--- config.mk ---
export PLATFORM = sky130hd
export DESIGN_NAME = transfer_datapath
export DESIGN_NICKNAME = d
export VERILOG_FILES = /design/src/rtl/edulent_pkg.sv /design/src/rtl/addr_counter.sv /design/src/rtl/transfer_datapath.sv
export SDC_FILE = /design/constraint.sdc
export NUM_CORES = 1
export LEC_CHECK = 0
export CORE_MARGIN = 3
export CORE_UTILIZATION = 40
export CTS_CLUSTER_DIAMETER = 150
export DETAILED_ROUTE_END_ITERATION = 10
export HOLD_SLACK_MARGIN = 0.03
export PLACE_DENSITY = 0.67
export SYNTH_ARGS = -nofsm -noshare
export SYNTH_HDL_FRONTEND = slang
export SYNTH_SLANG_ARGS = --single-unit
--- constraint.sdc ---
create_clock -name i_clk -period 4.5 [get_ports i_clk]
set_clock_uncertainty 0.2 [all_clocks]
set_input_delay 1.35 -clock i_clk [delete_from_list [all_inputs] [get_ports i_clk]]
set_output_delay 1.35 -clock i_clk [all_outputs]
set_load 0.005 [all_outputs]
--- src/rtl/edulent_pkg.sv ---
// Shared definitions for the edulent control unit / datapath pair:
// transfer command codes, SP step encodings and opcode constants.
package edulent_pkg;

  typedef enum logic [3:0] {
    XFER_NONE    = 4'h0,
    XFER_MA_PC   = 4'h1,
    XFER_MD_MEM  = 4'h2,
    XFER_IR_MD   = 4'h3,
    XFER_MA_MD   = 4'h4,
    XFER_X_MD    = 4'h5,
    XFER_MA_AP   = 4'h6,
    XFER_MA_SP   = 4'h7,
    XFER_MD_X    = 4'h8,
    XFER_MEM_WR  = 4'h9,
    XFER_ALU_RES = 4'hA,
    XFER_PC_MD   = 4'hB,
    XFER_A_IN    = 4'hC,
    XFER_OUT_A   = 4'hD,
    XFER_PC_AP   = 4'hE,
    XFER_MD_PC   = 4'hF
  } transfer_cmd_t;

  localparam logic [1:0] SP_INC = 2'b01;
  localparam logic [1:0] SP_DEC = 2'b10;

  localparam logic [7:0] OP_CALL = 8'hC1;

endpackage

--- src/rtl/addr_counter.sv ---
// Address register with reset value, priority load and wrapping +1/-1 step.
// Used for both PC and SP.
module addr_counter #(
  parameter int             AW        = 8,
  parameter logic [AW-1:0]  RESET_VAL = '0
) (
  input  logic          clk,
  input  logic          rstn,
  input  logic          load,
  input  logic [AW-1:0] load_value,
  input  logic          inc,
  input  logic          dec,
  output logic [AW-1:0] count
);

  localparam logic [AW-1:0] ONE = AW'(1);

  // Load beats any step; inc and dec together cancel to a hold.
  always_ff @(posedge clk or negedge rstn) begin
    if (!rstn) begin
      count <= RESET_VAL;
    end else if (load) begin
      count <= load_value;
    end else if (inc && !dec) begin
      count <= count + ONE;
    end else if (dec && !inc) begin
      count <= count - ONE;
    end
  end

endmodule

--- src/rtl/transfer_datapath.sv ---
// Register-transfer datapath driven one transfer command per cycle by the
// control unit; holds PC, SP, MA, MD, IR, A, AP and the output port register.
module transfer_datapath
  import edulent_pkg::*;
#(
  parameter int            AW       = 8,
  parameter int            DW       = 8,
  parameter logic [AW-1:0] RESET_PC = 'h00,
  parameter logic [AW-1:0] RESET_SP = 'hFF
) (
  input  logic          i_clk,
  input  logic          i_rstn,
  input  logic [3:0]    i_transfer_cmd,
  input  logic          i_inc_pc,
  input  logic [1:0]    i_inc_dec_sp,
  input  logic          i_alu_res_to_ap,
  input  logic          i_reset_ir,
  input  logic [DW-1:0] i_alu_result,
  output logic [DW-1:0] o_opcode,
  output logic [DW-1:0] o_alu_op_a,
  output logic [DW-1:0] o_alu_op_b,
  output logic [AW-1:0] o_mem_addr,
  output logic          o_mem_we,
  output logic [DW-1:0] o_mem_wdata,
  input  logic [DW-1:0] i_mem_rdata,
  input  logic [DW-1:0] i_in_data,
  output logic [DW-1:0] o_out_data,
  output logic          o_out_valid,
  output logic [AW-1:0] o_pc,
  output logic [AW-1:0] o_sp
);

  // Addresses and data share one bus width (DW == AW), so MD/AP move
  // freely between address and data registers.
  transfer_cmd_t cmd;
  logic [AW-1:0] pc;
  logic [AW-1:0] sp;
  logic [AW-1:0] ma;
  logic [DW-1:0] md;
  logic [DW-1:0] ir;
  logic [DW-1:0] a;
  logic [AW-1:0] ap;
  logic [DW-1:0] out_data;
  logic          out_valid;
  logic          pc_load;
  logic [AW-1:0] pc_load_value;
  logic          x_is_ap;
  logic [DW-1:0] x_value;

  assign cmd = transfer_cmd_t'(i_transfer_cmd);

  assign pc_load       = (cmd == XFER_PC_MD) || (cmd == XFER_PC_AP);
  assign pc_load_value = (cmd == XFER_PC_MD) ? md : ap;

  addr_counter #(.AW(AW), .RESET_VAL(RESET_PC)) u_pc (
    .clk        (i_clk),
    .rstn       (i_rstn),
    .load       (pc_load),
    .load_value (pc_load_value),
    .inc        (i_inc_pc),
    .dec        (1'b0),
    .count      (pc)
  );

  addr_counter #(.AW(AW), .RESET_VAL(RESET_SP)) u_sp (
    .clk        (i_clk),
    .rstn       (i_rstn),
    .load       (1'b0),
    .load_value ('0),
    .inc        (i_inc_dec_sp == SP_INC),
    .dec        (i_inc_dec_sp == SP_DEC),
    .count      (sp)
  );

  // CALL and any opcode with bit 1 set move operands through AP instead of A.
  assign x_is_ap = (ir == DW'(OP_CALL)) || ir[1];
  assign x_value = x_is_ap ? ap : a;

  always_ff @(posedge i_clk or negedge i_rstn) begin
    if (!i_rstn) begin
      ma        <= '0;
      md        <= '0;
      ir        <= '0;
      a         <= '0;
      ap        <= '0;
      out_data  <= '0;
      out_valid <= 1'b0;
    end else begin
      out_valid <= (cmd == XFER_OUT_A);
      if (cmd != XFER_IR_MD && i_reset_ir) begin
        ir <= '0;
      end
      case (cmd)
        XFER_MA_PC:   ma <= pc;
        XFER_MD_MEM:  md <= i_mem_rdata;
        XFER_IR_MD:   ir <= md;
        XFER_MA_MD:   ma <= md;
        XFER_X_MD: begin
          if (x_is_ap) ap <= md;
          else         a  <= md;
        end
        XFER_MA_AP:   ma <= ap;
        XFER_MA_SP:   ma <= sp;
        XFER_MD_X:    md <= x_value;
        XFER_ALU_RES: begin
          if (i_alu_res_to_ap) ap <= i_alu_result;
          else                 a  <= i_alu_result;
        end
        XFER_A_IN:    a <= i_in_data;
        XFER_OUT_A:   out_data <= a;
        XFER_MD_PC:   md <= pc;
        default: ;
      endcase
    end
  end

  // o_out_valid is a push-only strobe (no ready): o_out_data is new in the
  // single cycle o_out_valid is high and must be taken then.
  assign o_opcode    = (cmd == XFER_IR_MD) ? md : ir;
  assign o_mem_we    = i_rstn && (cmd == XFER_MEM_WR);
  assign o_mem_addr  = ma;
  assign o_mem_wdata = md;
  assign o_alu_op_a  = a;
  assign o_alu_op_b  = md;
  assign o_out_data  = out_data;
  assign o_out_valid = out_valid;
  assign o_pc        = pc;
  assign o_sp        = sp;

endmodule

* Yosys cells after proc, flatten, opt, wreduce, memory -nomap -nowiden
Index checks and enable logic that the tools add are counted.
** Operators by class
- Add/subtract/negate cells :: 3
- Equal/unequal tests :: 23
- Muxes and demuxes :: 17
- Reduce and logical (&&, ||, !) cells :: 17
** Operators by type and width (count)
- 8-bit 2-to-1 mux :: 13
- 8-bit one-hot mux with 3 select lines :: 2
- 4-bit equality test (second input constant) :: 8
- 8-bit one-hot mux with 4 select lines :: 1
- 8-bit by 1-bit adder with 8-bit output (second input constant) :: 2
- 4-bit by 3-bit equality test with 1-bit output (second input constant) :: 4
- 8-bit one-hot mux with 2 select lines :: 1
- 4-bit by 2-bit equality test with 1-bit output (second input constant) :: 2
- 8-bit equality test (second input constant) :: 1
- 2-bit != test (second input constant) :: 4
- 2-bit nonzero test :: 4
- 8-bit by 1-bit subtractor with 8-bit output (second input constant) :: 1
- 3-bit AND reduction :: 2
- 3-bit nonzero test :: 2
- 4-bit by 1-bit equality test with 1-bit output (second input constant) :: 1
- 1-bit logical AND :: 4
- 4-bit by 2-bit != test with 1-bit output (second input constant) :: 1
- 4-bit nonzero test :: 1
- 2-bit by 1-bit equality test with 1-bit output (second input constant) :: 1
- 2-bit equality test (second input constant) :: 1
- 1-bit zero test :: 2
- 1-bit logical OR :: 2
** Word-level totals
- Flip-flop bits (word level) :: 65
- Bits of input ports :: 35
- Logic and storage cells :: 69

* Depth between registers and ports, before layout
Gate-level depths: netlist of the first run.
- Depth in word-level cells :: 5
- Gate-level depth with buffers :: 9
- Depth with buffers taken out :: 9

* Cells and area by module
From an unflattened synthesis of the first run, not the netlist that was laid out.
** Unflattened totals
- Cell total of the unflattened synthesis :: 430
- Area, all modules :: 4334.2 µm²
** Modules (own cells, without submodules)
- transfer_datapath :: times used 1, cells an instance 272, area an instance 2937.8 µm²
- addr_counter at u_sp :: times used 1, cells an instance 79, area an instance 703.2 µm²
- addr_counter at u_pc :: times used 1, cells an instance 79, area an instance 693.2 µm²

* Least setup slack after synthesis of the first run
OpenSTA, ideal clock, no wires.
- Kind :: input to output
- From :: in i_transfer_cmd[0]
- To :: out o_opcode[5]
- Arrival :: 2.402 ns
- Data required time :: 2.950 ns
- Setup slack :: 0.548 ns
- Cell stages on the path :: 5
- Path buffers :: 2
- Cell sequence :: buf_4 nand2_1 nor3_4 buf_4 mux2_2
** Between the ends
- Cells in the longest elaborated chain, start to end :: 2
** RTL lines
- from (decl) :: line transfer_datapath.sv:13 : input logic [3:0] i_transfer_cmd,
- 4-bit by 2-bit equality test with 1-bit output :: line transfer_datapath.sv:119 : assign o_opcode = (cmd == XFER_IR_MD) ? md : ir;
- 8-bit 2-to-1 mux :: line transfer_datapath.sv:119
- to (decl) :: line transfer_datapath.sv:19 : output logic [DW-1:0] o_opcode,
Every way passes these cells.

* Worst setup path after layout of the first run
- From :: in i_transfer_cmd[1]
- To :: out o_opcode[7]
Same word-level chain as after synthesis.

==> results of run 1 <==
==> layout make-up <==
class,instances,area share [%]
clock buffers,10,2.55
clock inverters,6,1.67
inverters,18,1.25
multi-input cells,301,40.5
flip-flops and latches,65,30.4
well taps,133,3.09
repair buffers,114,20.5
==> synthesized netlist by cell type, types with 3 or more instances <==
cell type	instances	area share, %
sky130_fd_sc_hd__ha_1	8	2.5
sky130_fd_sc_hd__a221oi_1	3	0.65
sky130_fd_sc_hd__mux2_2	25	6.9
sky130_fd_sc_hd__a222oi_1	7	1.7
sky130_fd_sc_hd__nor3_1	3	0.37
sky130_fd_sc_hd__nand4b_1	3	0.65
sky130_fd_sc_hd__o21ai_0	14	1.7
sky130_fd_sc_hd__a21o_1	3	0.55
sky130_fd_sc_hd__xnor2_1	5	1.1
sky130_fd_sc_hd__nand2_1	17	1.6
sky130_fd_sc_hd__a22o_1	8	1.7
sky130_fd_sc_hd__inv_1	17	1.6
sky130_fd_sc_hd__a21oi_1	50	6.1
sky130_fd_sc_hd__dfstp_2	8	5.2
sky130_fd_sc_hd__o22ai_1	24	3.7
sky130_fd_sc_hd__nor2_1	33	3.0
sky130_fd_sc_hd__a221o_1	8	2.0
sky130_fd_sc_hd__a31oi_1	3	0.46
sky130_fd_sc_hd__nor2b_1	3	0.46
sky130_fd_sc_hd__mux2i_1	18	4.4
sky130_fd_sc_hd__and2_1	8	1.2
sky130_fd_sc_hd__o22a_1	5	1.1
sky130_fd_sc_hd__clkbuf_1	6	0.55
sky130_fd_sc_hd__nand3_1	7	0.86
sky130_fd_sc_hd__buf_4	16	3.0
sky130_fd_sc_hd__o21a_1	3	0.55
sky130_fd_sc_hd__dfrtp_1	57	35
sky130_fd_sc_hd__and3_1	3	0.46
sky130_fd_sc_hd__a211oi_1	4	0.74
sky130_fd_sc_hd__nor3b_1	3	0.55
sky130_fd_sc_hd__buf_2	6	0.74
==> sequential cells by signal, summed over array words and instances, names as in the netlist <==
signal	cells
ap	8
o_alu_op_b	8
o_mem_addr	8
u_pc.count	8
o_alu_op_a	8
o_out_data	8
o_out_valid	1
ir	8
u_sp.count	8
==> power groups by stage <==
stage | clock [W] | sequential, W | combinational (W)
5_1_grt | 0.000603 | 0.00125 | 0.00139
4_1_cts | 0.000578 | 0.00120 | 0.00127
3_5_place_dp | 0 | 0.00121 | 0.00127
6_report | 0.000573 | 0.00120 | 0.00126
2_1_floorplan | 0 | 0.00107 | 0.000675
3_3_place_gp | 0 | 0.00120 | 0.00124
==> layout by cell type (no fill, tap or decap), drive strengths merged, types with 4 or more instances in the layout <==
cell,n
buf,15
xnor2,5
ha,8
nand2,17
nor2,37
a22o,8
and2,8
a21oi,51
o21ai,14
inv,19
o22ai,24
clkbuf,10
a211oi,4
mux2,25
nor3,4
nor3b,4
nand3,8
dfrtp,57
mux2i,18
clkdlybuf4s50,91
o22a,5
a31oi,4
a221o,8
dlygate4sd2,8
dfstp,8
a222oi,7
==> worst paths after layout <==
path	slack, ns	endpoint	cells after the start	from
setup reg to reg	2.30	u_sp.count[6]	6	u_sp.count[0]
min in group asynchronous	1.02	u_pc.count[2]	2	i_rstn
hold / removal	0.31	o_out_data[1]	1	o_out_data[1]
max in group asynchronous	2.54	ap[6]	2	i_rstn
setup / recovery	0.09	o_opcode[7]	6	i_transfer_cmd[1]
hold reg to reg	0.31	o_out_data[1]	1	o_out_data[1]
==> per-layer routing <==
metal / GRT usage (%) / wire length [um] / vias up
li1: - / - / 1746
met2: 36.8 / 6110 / 159
met4: 6.03 / 186 / 0
met3: 3.25 / 834 / 21
met5: 0 / 0 / -
met1: 31.9 / 5610 / 1816
==> logic make-up after synthesis <==
group	after synthesis	share of synthesized area, %
buffers and inverters	48	6.27
adder cells (fa/ha/maj)	9	2.95
AO/OA/AOI/OAI	144	24.2
AND/OR/NAND/NOR	98	13.5
flip-flops	65	40.2
XOR/XNOR	7	1.51
multiplexers	43	11.3
==> what timing repair did <==
item	4_1_cts	5_1_grt
setup buffers	0	0
hold buffers	0	0
gates resized for setup	9	2
endpoints found under the hold margin	0	0
setup endpoints to repair	8	1
==> worst register-to-register path, stage by stage (launching register included) <==
cell,delay (ns)
sky130_fd_sc_hd__dfstp_2,0.62
sky130_fd_sc_hd__fa_1,0.24
sky130_fd_sc_hd__a21o_1,0.13
sky130_fd_sc_hd__a21o_1,0.15
sky130_fd_sc_hd__a21oi_1,0.10
sky130_fd_sc_hd__or4b_2,0.61
sky130_fd_sc_hd__nand3_1,0.09
==> per-stage QoR <==
stage               power [W]  instances  util, %  instance area [um^2]
CTS                   0.00305        647     54.8                  5380
floorplan             0.00175        414        -                  4070
global route          0.00323        647     54.9                  5390
detailed placement    0.00248        631     52.6                  5160
finish                0.00304        647     54.9                  5390
global placement      0.00244        631     52.6                  5160
==> flow_summary.json, run 1 <==
{
  "outcome": "completed",
  "clock_path_buffers": 2,
  "final_min_period_over_clock_period_pct": 98.1,
  "dieHeight_um": 107,
  "number_of_buffers_added_by_the_clock_tree_synthesis_step": 9,
  "grt_setup_unrepaired": "false",
  "area_used_by_multi_input_combinational_logic_um2": 2180,
  "num_rows": 36,
  "crit_path_top_delay_cell": "sky130_fd_sc_hd__clkdlybuf4s50_1",
  "grt_first_pass_wirelength_um": 20000,
  "postSynthAreaPerCell_um2": 9.83,
  "asyncSetResetFlopFracSynth_pct": 100,
  "crit_path_max_fanout": 9,
  "layout.filler_cells": 910,
  "max_stage_delay_ns": 0.51,
  "share_clk_of_total_power_pct": 18.9,
  "boundary_pins": 101,
  "core_area_um2": 9820,
  "worst_setup_path_end_kind": "output port",
  "setup_violations": 0,
  "yosysSeqAreaShare_pct": 40.2,
  "edff_count_synth": 0,
  "fin_tns_setup_ns": 0,
  "worst-path-buf-inv": 3,
  "synth.ff_latch_count": 65,
  "timing_hold_violations_final": 0,
  "antenna_found_initial": 0,
  "maxSlewViolCount": 0,
  "netSwitchingPower_w": 0.00111,
  "synth.distinct_cells": 61,
  "remaining_drc_errors": 0,
  "ys.flop_type": "sky130_fd_sc_hd__dfrtp_1",
  "detail-route-antenna-nets": 0,
  "worst_hold_path_type": "reg2reg",
  "cts_htree_levels": 3,
  "final_replace_weighted_congestion": 0.865,
  "cts_tree": "done",
  "routed_wire_length_per_instance_um": 19.7,
  "clock_sinks": 65,
  "drt_first_pass_iters": 6,
  "first_iter_violations": 382,
  "cts_root_buf": "sky130_fd_sc_hd__clkbuf_8",
  "num-nets-final": 553,
  "grt-ovfl-total": 0,
  "criticalPathCategory": "in2out",
  "fmax_mhz": 227,
  "worst_slew_pin_slew_ns": 0.812,
  "crit_path_start_kind": "input port",
  "share_of_final_layout_standard_cells_stronger_than_drive_strength_1_pct": 15.8,
  "dp.final_hpwl_um": 9190,
  "syn-num-nets": 458,
  "leakage_nw": 2.29,
  "clock_network_latency_to_the_later_pin_of_the_worst_skew_pair_ns": 0.35,
  "grt_pass1_vias": 3641,
  "route.vias.total": 3742,
  "cellInternalPower_w": 0.00193,
  "antenna_fix_cells": 0,
  "area_growth_syn_to_layout_pct": 32.4,
  "whs_ns": 0.307,
  "power_per_cell_area_nw_per_um2": 563,
  "cap_viol_max_count": 0,
  "floorplan.initialDensity_pct": 41.5,
  "pnr_worst_setup_slack_ns": 0.0875,
  "pwr-share-seq_pct": 39.6,
  "synth_cells": 414,
  "die_x_um": 107,
  "preCtsSetupSlack_ns": -0.0981,
  "grtUsageTotal_pct": 22.7,
  "min_period_ns": 4.41,
  "power.switching_fraction_pct": 36.5,
  "die-area_um2": 11400,
  "power.combinational.fraction_pct": 41.6,
  "clk_transition_reported_paths_ns": 0.07,
  "port-buffer-count": 100,
  "worst_path_arrival_time_ns": 2.86,
  "synthesis.yosys.warnings": 0,
  "critPathRequiredTime_ns": 2.95,
  "crit_family": "buffers and inverters",
  "critical_path.cell_chain": "clkdlybuf4s50_1 -> nand2_2 -> nor3_4 -> buf_12 -> mux2_2 -> dlygate4sd2_1",
  "ir_drop_mv": 0.337,
  "synth.cell_area_um2": 4070,
  "postRouteWirelength_um": 12700,
  "largest_net_degree_at_the_start_of_global_routing": 66,
  "vias_per_cell": 5.78,
  "worst_slew_margin_rel_pct": 45.9,
  "seq_area_um2": 1640
}
No activity file was read; power rests on OpenSTA's default activity.
==> inputs of run 2 (changes only) <==
--- a/config.mk
+++ b/config.mk
@@ -5,12 +5,15 @@
 export SDC_FILE = /design/constraint.sdc
 export NUM_CORES = 1
 export LEC_CHECK = 0
+export CELL_PAD_IN_SITES_DETAIL_PLACEMENT = 1
+export CELL_PAD_IN_SITES_GLOBAL_PLACEMENT = 2
 export CORE_MARGIN = 3
-export CORE_UTILIZATION = 40
+export CORE_UTILIZATION = 34
 export CTS_CLUSTER_DIAMETER = 150
 export DETAILED_ROUTE_END_ITERATION = 10
 export HOLD_SLACK_MARGIN = 0.03
-export PLACE_DENSITY = 0.67
+export PLACE_DENSITY_LB_ADDON = 0.1
 export SYNTH_ARGS = -nofsm -noshare
 export SYNTH_HDL_FRONTEND = slang
+export SYNTH_HIERARCHICAL = 1
 export SYNTH_SLANG_ARGS = --single-unit
==> run 2 against run 1 <==
Global-route usage shrank 2.7 points. Total power rose by 2.3%. Non-clock buffer count is 6 higher. Design area grew 9.9%. Final cell count rose by 11%. Combinational power fell by 4%. Wire length increased by 7.8%. Register-to-register slack got worse by 0.02 ns. Clock power is 36% higher. Largest cell class unchanged.
==> flow_summary.json, run 2 <==
{
  "outcome": "completed",
  "share_clk_of_total_power_pct": 25.0,
  "share_of_final_layout_standard_cells_stronger_than_drive_strength_1_pct": 18.2,
  "route.vias.total": 3719,
  "die-area_um2": 14100,
  "core_area_um2": 12200,
  "leakage_nw": 2.56,
  "num_rows": 40,
  "final_replace_weighted_congestion": 0.830,
  "postRouteWirelength_um": 13700,
  "grt_pass1_vias": 3883,
  "largest_net_degree_at_the_start_of_global_routing": 66,
  "synthesis.yosys.warnings": 6,
  "cts_tree": "done",
  "synth.cell_area_um2": 4330,
  "power.combinational.fraction_pct": 38.9,
  "grt_setup_unrepaired": "true",
  "netlist.top_cell.by_area": "sky130_fd_sc_hd__dfrtp_1",
  "synth.ff_latch_count": 65,
  "hold_path.startpoint": "o_out_data[2]",
  "drt_first_pass_iters": 4,
  "mostFrequentLayoutCell": "sky130_fd_sc_hd__clkdlybuf4s50_1",
  "worst_setup_path_end_kind": "output port",
  "worst_hold_path_type": "reg2reg",
  "cts_htree_levels": 3,
  "edff_count_synth": 0,
  "boundary_pins": 101,
  "final_min_period_over_clock_period_pct": 99.1,
  "vias_per_cell": 5.19,
  "final_cell_mix": "sky130_fd_sc_hd__clkdlybuf4s50_1 (91), sky130_fd_sc_hd__dfrtp_1 (57), sky130_fd_sc_hd__a21oi_1 (47)",
  "clock_path_buffers": 2,
  "criticalPathCategory": "in2out",
  "grt-ovfl-total": 0,
  "clk_transition_reported_paths_ns": 0.05,
  "cap_viol_max_count": 0,
  "dieHeight_um": 119,
  "synth_cells": 430,
  "number_of_buffers_added_by_the_clock_tree_synthesis_step": 9,
  "worst_slew_margin_rel_pct": 43.7,
  "cts_root_buf": "sky130_fd_sc_hd__clkbuf_16",
  "pwr-share-seq_pct": 36.1,
  "cellInternalPower_w": 0.00205,
  "timing_hold_violations_final": 0,
  "first_iter_violations": 259,
  "yosys.cell_count.top_type": "sky130_fd_sc_hd__dfrtp_1",
  "remaining_drc_errors": 0,
  "routed_wire_length_per_instance_um": 19.1,
  "clock_sinks": 65,
  "critPathRequiredTime_ns": 2.95,
  "floorplan.initialDensity_pct": 35.5,
  "power.switching_fraction_pct": 34.0,
  "timing.critical_path.from": "i_transfer_cmd[3]",
  "synth_top_cells_by_count": "sky130_fd_sc_hd__dfrtp_1 (57), sky130_fd_sc_hd__a21oi_1 (47), sky130_fd_sc_hd__mux2_2 (45)",
  "reg2reg_to": "u_pc/count[6]",
  "antenna_fix_cells": 0,
  "hold_buffer_count_at_cts": 0,
  "worst_path_arrival_time_ns": 2.91,
  "grt_first_pass_wirelength_um": 22300,
  "port-buffer-count": 100,
  "min_period_ns": 4.46,
  "detail-route-antenna-nets": 0,
  "num-nets-final": 595,
  "crit_path_max_fanout": 21,
  "ir_drop_mv": 0.225,
  "netSwitchingPower_w": 0.00106,
  "area_of_all_placed_cells_without_fillers_um2": 5920,
  "dp.final_hpwl_um": 10300,
  "postSynthAreaPerCell_um2": 10.1,
  "post_synth_main_area_contributors": "sky130_fd_sc_hd__dfrtp_1 (33%), sky130_fd_sc_hd__mux2_2 (12%), sky130_fd_sc_hd__a21oi_1 (5.4%)",
  "fmax_mhz": 224,
  "antenna_found_initial": 0,
  "yosysSeqAreaShare_pct": 37.8,
  "r2r_slack_ns": 2.28,
  "setup_violations": 0,
  "ys.flop_type": "sky130_fd_sc_hd__dfrtp_1",
  "postPlaceCellArea_um2": 5590,
  "synth_top_cell_area_share_pct": 32.9,
  "power_per_cell_area_nw_per_um2": 525,
  "maxSlewViolCount": 0,
  "timing.rr.start": "u_pc/count[2]",
  "synth.distinct_cells": 50,
  "worst_r2r_path_depth": 6,
  "worst_setup_path_endpoint": "o_mem_we",
  "worst_slew_pin_slew_ns": 0.845,
  "whs_ns": 0.302,
  "asyncSetResetFlopFracSynth_pct": 100,
  "grtUsageTotal_pct": 20.0,
  "area_growth_syn_to_layout_pct": 36.6,
  "die_x_um": 119,
  "crit_path_start_kind": "input port",
  "clock_network_latency_to_the_later_pin_of_the_worst_skew_pair_ns": 0.33
}
[run 2: changes by cell type in the layout (fill, tap and decap cells not counted), sizes merged, moves of 7 or more]
cell    before  now
nor2        37   20
a222oi       7    0
and2         8    0
a22o         8   16
o31ai        0    8
conb         0   16
a221o        8    0
o22ai       24   11
mux2        25   45
[run 2: power by group through the flow]
stage / clock (W) / sequential, W / combinational [W]
final: 0.000777 / 0.00112 / 0.00121
after global routing: 0.000827 / 0.00117 / 0.00134
after CTS: 0.000798 / 0.00113 / 0.00122
after detailed placement: 0 / 0.00114 / 0.00122
after global placement: 0 / 0.00113 / 0.00119
after floorplan: 0 / 0.00101 / 0.000673
[run 2: per-layer routing]
metal	wire, um	share of wire, %	global-route usage, %	up-vias
met1	6570	48	27.9	1828
met4	133	0.97	5.21	0
met3	565	4.1	3.61	10
met5	0	0	0	-
met2	6450	47	32.1	77
li1	-	-	-	1804
[run 2: critical path: stages]
cell and delay, ns:
sky130_fd_sc_hd__clkdlybuf4s50_1 0.49, sky130_fd_sc_hd__buf_6 0.21, sky130_fd_sc_hd__nor2b_1 0.19, sky130_fd_sc_hd__and3_1 0.16, sky130_fd_sc_hd__clkdlybuf4s50_1 0.50
[run 2: final cells by class]
| type | instances | area [um^2] |
|---|---|---|
| sequential | 65 | 1640 |
| multi-input combinational | 333 | 2540 |
| inverter | 15 | 56.3 |
| fill | 1396 | 6290 |
| tap | 168 | 210 |
| timing repair buffer | 120 | 1150 |
| clock buffer | 13 | 260 |
| clock inverter | 3 | 65.1 |
[run 2: repair_timing]
action	in CTS	in global routing
gates cloned	0	0
setup buffers	1	0
endpoints found under the setup margin	9	2
gates resized for setup	10	0
[run 2: worst min-delay path by stage]
| stage | depth (start not counted) | slack, ns | end |
|---|---|---|---|
| after global routing | 1 | 0.32 | o_out_data[7] |
| after CTS | 1 | 0.31 | o_out_data[6] |
| after floorplan | 1 | 0.28 | ir[7] |
| after detailed placement | 1 | 0.29 | o_out_data[6] |
| final | 1 | 0.30 | o_out_data[2] |
| after global placement | 1 | 0.29 | o_out_data[6] |
[run 2: kinds of logic after synthesis]
family / Yosys count / share of synthesized area [%]
multiplexers: 68 / 17.0
XOR/XNOR: 14 / 3.18
AND/OR/NAND/NOR: 93 / 11.8
buffers and inverters: 47 / 5.37
adder cells (fa/ha/maj): 16 / 4.97
AO/OA/AOI/OAI: 126 / 19.8
other: 1 / 0.0865
flip-flops: 65 / 37.8
[run 2: per-stage QoR]
stage	cells	setup WS, ns	total power (W)	setup TNS [ns]	util [%]
after floorplan	445	0.489	0.00168	0	-
after global placement	700	-0.0766	0.00232	-0.609	45.8
after detailed placement	700	-0.118	0.00236	-0.786	45.8
after CTS	717	0.0423	0.00315	0	48.5
after global routing	717	-0.0127	0.00333	-0.0138	48.5
final	717	0.0397	0.00311	0	48.5
